===== config.mk =====
export PLATFORM = sky130hd
export DESIGN_NAME = reg_bank_dumper
export DESIGN_NICKNAME = d
export VERILOG_FILES = /design/src/rtl/reg_bank_dumper_pkg.sv /design/src/rtl/reg_bank_dumper.sv
export SDC_FILE = /design/constraint.sdc
export NUM_CORES = 1
export LEC_CHECK = 0
export CORE_MARGIN = 10
export CORE_UTILIZATION = 42
export CTS_CLUSTER_DIAMETER = 120
export DETAILED_ROUTE_END_ITERATION = 10
export PLACE_DENSITY = 0.87
export SLEW_MARGIN = 20
export SYNTH_ARGS = -nofsm -noshare
export SYNTH_HDL_FRONTEND = slang
export SYNTH_SLANG_ARGS = --single-unit

===== constraint.sdc =====
create_clock -name clk -period 2.1 [get_ports clk]
set_input_delay 0.42 -clock clk [delete_from_list [all_inputs] [get_ports clk]]
set_output_delay 0.42 -clock clk [all_outputs]
set_load 0.01 [all_outputs]

===== src/rtl/reg_bank_dumper_pkg.sv =====
// Shared definitions for the register-bank read-out engine: default bank geometry
// and the dump FSM state encoding.
package reg_bank_dumper_pkg;

  localparam int NREG_DEF = 32;
  localparam int AW_DEF   = 5;
  localparam int DW_DEF   = 32;

  typedef enum logic [1:0] {
    ST_IDLE = 2'd0,
    ST_READ = 2'd1,
    ST_SEND = 2'd2,
    ST_FIN  = 2'd3
  } dump_state_e;

endpackage


===== src/rtl/reg_bank_dumper.sv =====
// Walks a register address range of the bank, streaming {address, data} words over
// valid/ready while holding the core frozen; pulses done once the last word is taken.
module reg_bank_dumper
  import reg_bank_dumper_pkg::*;
#(
  parameter int NREG = NREG_DEF,
  parameter int AW   = AW_DEF,
  parameter int DW   = DW_DEF
) (
  input  logic          clk,
  input  logic          rst_n,
  input  logic          start,
  input  logic [AW-1:0] first_addr,
  input  logic [AW-1:0] last_addr,
  output logic          busy,
  output logic          hold,
  output logic          done,
  output logic [AW-1:0] rd_addr,
  input  logic [DW-1:0] rd_data,
  output logic          dump_valid,
  input  logic          dump_ready,
  output logic [AW-1:0] dump_addr,
  output logic [DW-1:0] dump_data
);

  localparam logic [AW-1:0] LAST_REG = AW'(NREG - 1);

  dump_state_e   state_q, state_d;
  logic [AW-1:0] cur_q, cur_d;
  logic [AW-1:0] end_q, end_d;
  logic [AW-1:0] dump_addr_q, dump_addr_d;
  logic [DW-1:0] dump_data_q, dump_data_d;
  logic [AW-1:0] start_addr;
  logic [AW-1:0] range_end;

  always_comb begin
    // A reversed range collapses to a single register; nothing may run past the bank.
    start_addr = (first_addr > LAST_REG) ? LAST_REG : first_addr;
    range_end  = (last_addr < start_addr) ? start_addr : last_addr;
    if (range_end > LAST_REG) begin
      range_end = LAST_REG;
    end
  end

  always_comb begin
    state_d     = state_q;
    cur_d       = cur_q;
    end_d       = end_q;
    dump_addr_d = dump_addr_q;
    dump_data_d = dump_data_q;
    case (state_q)
      ST_IDLE: begin
        if (start) begin
          cur_d   = start_addr;
          end_d   = range_end;
          state_d = ST_READ;
        end
      end
      ST_READ: begin
        dump_addr_d = cur_q;
        dump_data_d = rd_data;
        state_d     = ST_SEND;
      end
      ST_SEND: begin
        if (dump_ready) begin
          if ((cur_q == end_q) || (cur_q == LAST_REG)) begin
            state_d = ST_FIN;
          end else begin
            cur_d   = cur_q + 1'b1;
            state_d = ST_READ;
          end
        end
      end
      ST_FIN: begin
        state_d = ST_IDLE;
      end
      default: begin
        state_d = ST_IDLE;
      end
    endcase
  end

  always_ff @(posedge clk) begin
    if (!rst_n) begin
      state_q     <= ST_IDLE;
      cur_q       <= '0;
      end_q       <= '0;
      dump_addr_q <= '0;
      dump_data_q <= '0;
    end else begin
      state_q     <= state_d;
      cur_q       <= cur_d;
      end_q       <= end_d;
      dump_addr_q <= dump_addr_d;
      dump_data_q <= dump_data_d;
    end
  end

  // Status decodes come from the state register alone, so no input reaches them.
  assign busy       = (state_q != ST_IDLE);
  assign hold       = busy;
  assign done       = (state_q == ST_FIN);
  assign dump_valid = (state_q == ST_SEND);
  assign rd_addr    = cur_q;
  assign dump_addr  = dump_addr_q;
  assign dump_data  = dump_data_q;

endmodule


==> impl_results.md <==
- Ant. Diodes: 0
- Antenna violations before repair: 0
- Vias in the first global route: 2027
- Worst Hold Depth: 2
- Power per Cell Area: about 680 mW/mm^2
- # nets final: 403
- DPL Wire Length: 4780 um
- First-pass GRT wire length: 9960 um
- Core box area: ~0.005 mm^2
- Clock Power Share: around 34%
- Sequential element share of the synthesized area: 44.8%
- Data arrival time of the worst path: ~2.2 ns
- Yosys reg bits: 49
- Hold_ws: 0.454 ns
- Commonest non-fill, non-tap cell in the layout: clkdlybuf4s50_1
- Detailed-route DRC error count: 0
- Total GRT Usage: 14.1%
- Leak pwr: 1.30 nW
- Combinational share of power: 22.2%
- Post-route clock period utilization: between 90 and 100%
- GP Congestion: 0.731
- Reg area: 982 um^2
- Per-cell routed wire length: 14.3 um
- Unrepaired setup endpoints after global routing: false
- Inst Count DP: just over 400
- Mapped Area: 0.00219 mm^2
- Clk slew on worst S/H paths: 0.09 ns
- Die area: 0.00850 mm^2
- Pint: 1.75 mW
- Max cap viols: 0
- Cells after Synth: about 260
- R2R depth: 8
- Most frequent cells in the layout: 90 x clkdlybuf4s50_1, 82 x nand2_1, 48 x dfxtp_1
- I/O Pins: 92
- Min-delay worst type: register to register
- Synth Area in XOR/XNOR: 2.00%
- Die height: 92.2 um
- Critical path launch point type: input pin
- Vias post-DR: about 2.1k
- Crit Path Category: input pin to register
- Worst VDD drop: 0.000282 V
- Worst endpoint required time: between 2 and 2.5 ns
- Area grow syn2layout: 54.4%
- Avg Cell Area, Syn: 8.58 um^2
- Worst Skew: 0.00424 ns
- Mux cell area share after synthesis: 3.66%
- Fillers: 429
- I/O Buffers: 91
- Avg Vias per Cell: 4.88
- Worst slew margin: about three quarters
- Clock latency on the worst-skew pair: 0.29 ns
- Sw Pwr: 0.566 mW
- Non-filler instance count after layout: ~420
- Largest net degree at the start of global routing: 38
- Net Count, Synth: 306
- Compound-Gate Fraction of Synth Area: 22.7%
- CTS tree: built
- Netlist cell types: 36
- Final setup viols: 0
- Total grt overflow: 0
- Post-Route WL: 6070 um
- Initial Util: 43.1%
- Adder-Cell Fraction of Synth Area: around 2.9%
- Main combinational cell family by area after synthesis: compound AO/OA/AOI/OAI gates
- Simple-gate share of the synthesized area: between 20% and 30%
- Pre-Repair DR Iteration Count: 4
- TritonCTS buffer count: 5
- Clock sink count: 49
- Synth warnings: 0
- Register share of total power: 44.2%
- Worst-margin pin slew: 0.380 ns
- ANT nets after route: 0
- Maximum clock path buffer count: 2
- Number of placement rows: 26
- Area of the multi-input gates: roughly 0.0011 mm^2
- 1st-iter DRT viols: 54
- Hold Fails Final Rpt: 0
- Crit end category: register
- Max Slew Vio Count: 0
- Run status: finished, final reports clean
- Proportion of layout cells with a drive suffix above 1: 9.92%
- Achievable Freq: approximately 0.50 GHz
- H-tree Lvls: 2
- Setup Fix Bufs, Post-CTS: 0
- Die W: 92.2 um
- Sw frac: around 24%
- Final min period: 2.00 ns
- Root Driver: clkbuf_8
- Worst-path fanout max: 5
[cell type report]
type	count	share of cell area [%]
Clock inverter	3	1.93
Timing Repair Buffer	105	30.5
Clock buffer	5	2.04
Sequential cell	49	29.1
Inverter	5	0.556
Multi-Input combinational cell	186	33.3
Tap cell	70	2.59
[stage by stage]
step,util [%],cell area [um^2],setup TNS [ns],total power [mW],setup WS [ns]
floorplan,-,2190,0,1.29,0.211
global placement,63.9,3240,-1.18,1.55,-0.246
detailed placement,63.9,3240,-1.52,1.56,-0.327
CTS,66.5,3370,0,2.34,0.0209
global route,66.6,3380,0,2.44,0.00156
finish,66.6,3380,0,2.31,0.0976
[synth_stat cells]
library cell,n,share of area [%]
nand2b_1,5,1.4
nor3_4,1,0.74
a41oi_4,1,1.3
nor2_1,3,0.51
o211ai_1,1,0.34
a31oi_1,1,0.29
o41ai_1,1,0.40
nor3b_1,1,0.34
o21ai_0,9,2.1
nor2b_1,3,0.86
xnor2_1,5,2.0
or2_2,1,0.29
o22ai_1,1,0.29
nand4bb_1,1,0.51
buf_4,1,0.34
nand3_1,2,0.46
a211o_1,1,0.40
buf_2,5,1.1
a21oi_2,5,2.0
a21boi_1,38,13
inv_1,4,0.69
dfxtp_1,49,45
inv_2,1,0.17
nand2_1,82,14
a32o_1,1,0.46
ha_1,5,2.9
clkbuf_1,9,1.5
a21o_2,1,0.40
and2_1,1,0.29
mux2i_1,8,3.7
a31o_2,1,0.40
a21bo_1,1,0.46
and3_1,1,0.29
o21ai_1,2,0.46
a21oi_1,2,0.46
or3_1,1,0.29
[registers in the layout, indices dropped and copies added (netlist names)]
| name | flops |
|---|---|
| dump_data | 32 |
| dump_addr | 5 |
| end_q | 5 |
| rd_addr | 5 |
| state_q | 2 |
[timing repair]
item                       in CTS  in global routing
pin swaps                       1                  1
gates resized for setup         0                  2
hold buffers                    0                  0
setup endpoints to repair       1                  6
[logic make-up (layout without fill, tap and decap cells)]
| group | count (synthesis) | after routing |
|---|---|---|
| adders and majority gates | 5 | 5 |
| muxes | 8 | 8 |
| xor gates and xnor gates | 5 | 5 |
| AOI/OAI and AO/OA | 66 | 66 |
| DFF | 49 | 49 |
| buffers and inverters | 20 | 118 |
| and+or+nand+nor | 102 | 102 |
[layer usage]
layer	wire length, um	global-route usage, %	vias up
met5	0	0	-
met4	40	3.08	0
met3	552	6.11	5
met2	2870	23.7	73
met1	2600	16.2	944
li1	-	-	1042
[power by group through the flow]
stage          clock network, mW  logic [mW]  registers (mW)
4_1_cts                    0.797       0.521            1.02
3_5_place_dp                   0       0.519            1.04
2_1_floorplan                  0       0.225            1.07
5_1_grt                    0.843       0.564            1.03
3_3_place_gp                   0       0.509            1.04
6_report                   0.777       0.514            1.02
[worst paths after layout]
path	from	end	slack, ns
max	last_addr[1]	end_q[1]$_SDFFE_PN0P_	0.1
min	dump_data[4]$_SDFFE_PN0N_	dump_data[4]$_SDFFE_PN0N_	0.45
max reg2reg	rd_addr[0]$_SDFFE_PN0P_	rd_addr[2]$_SDFFE_PN0P_	0.16
min reg2reg	dump_data[4]$_SDFFE_PN0N_	dump_data[4]$_SDFFE_PN0N_	0.45
[critical path, stage by stage]
cell and delay, ns:
clkdlybuf4s50_1 0.44, ha_1 0.23, a21bo_1 0.19, a31o_2 0.23, a41oi_4 0.33, mux2i_1 0.28, a21oi_2 0.07
Note: power is estimated with default switching activity, not from simulation.
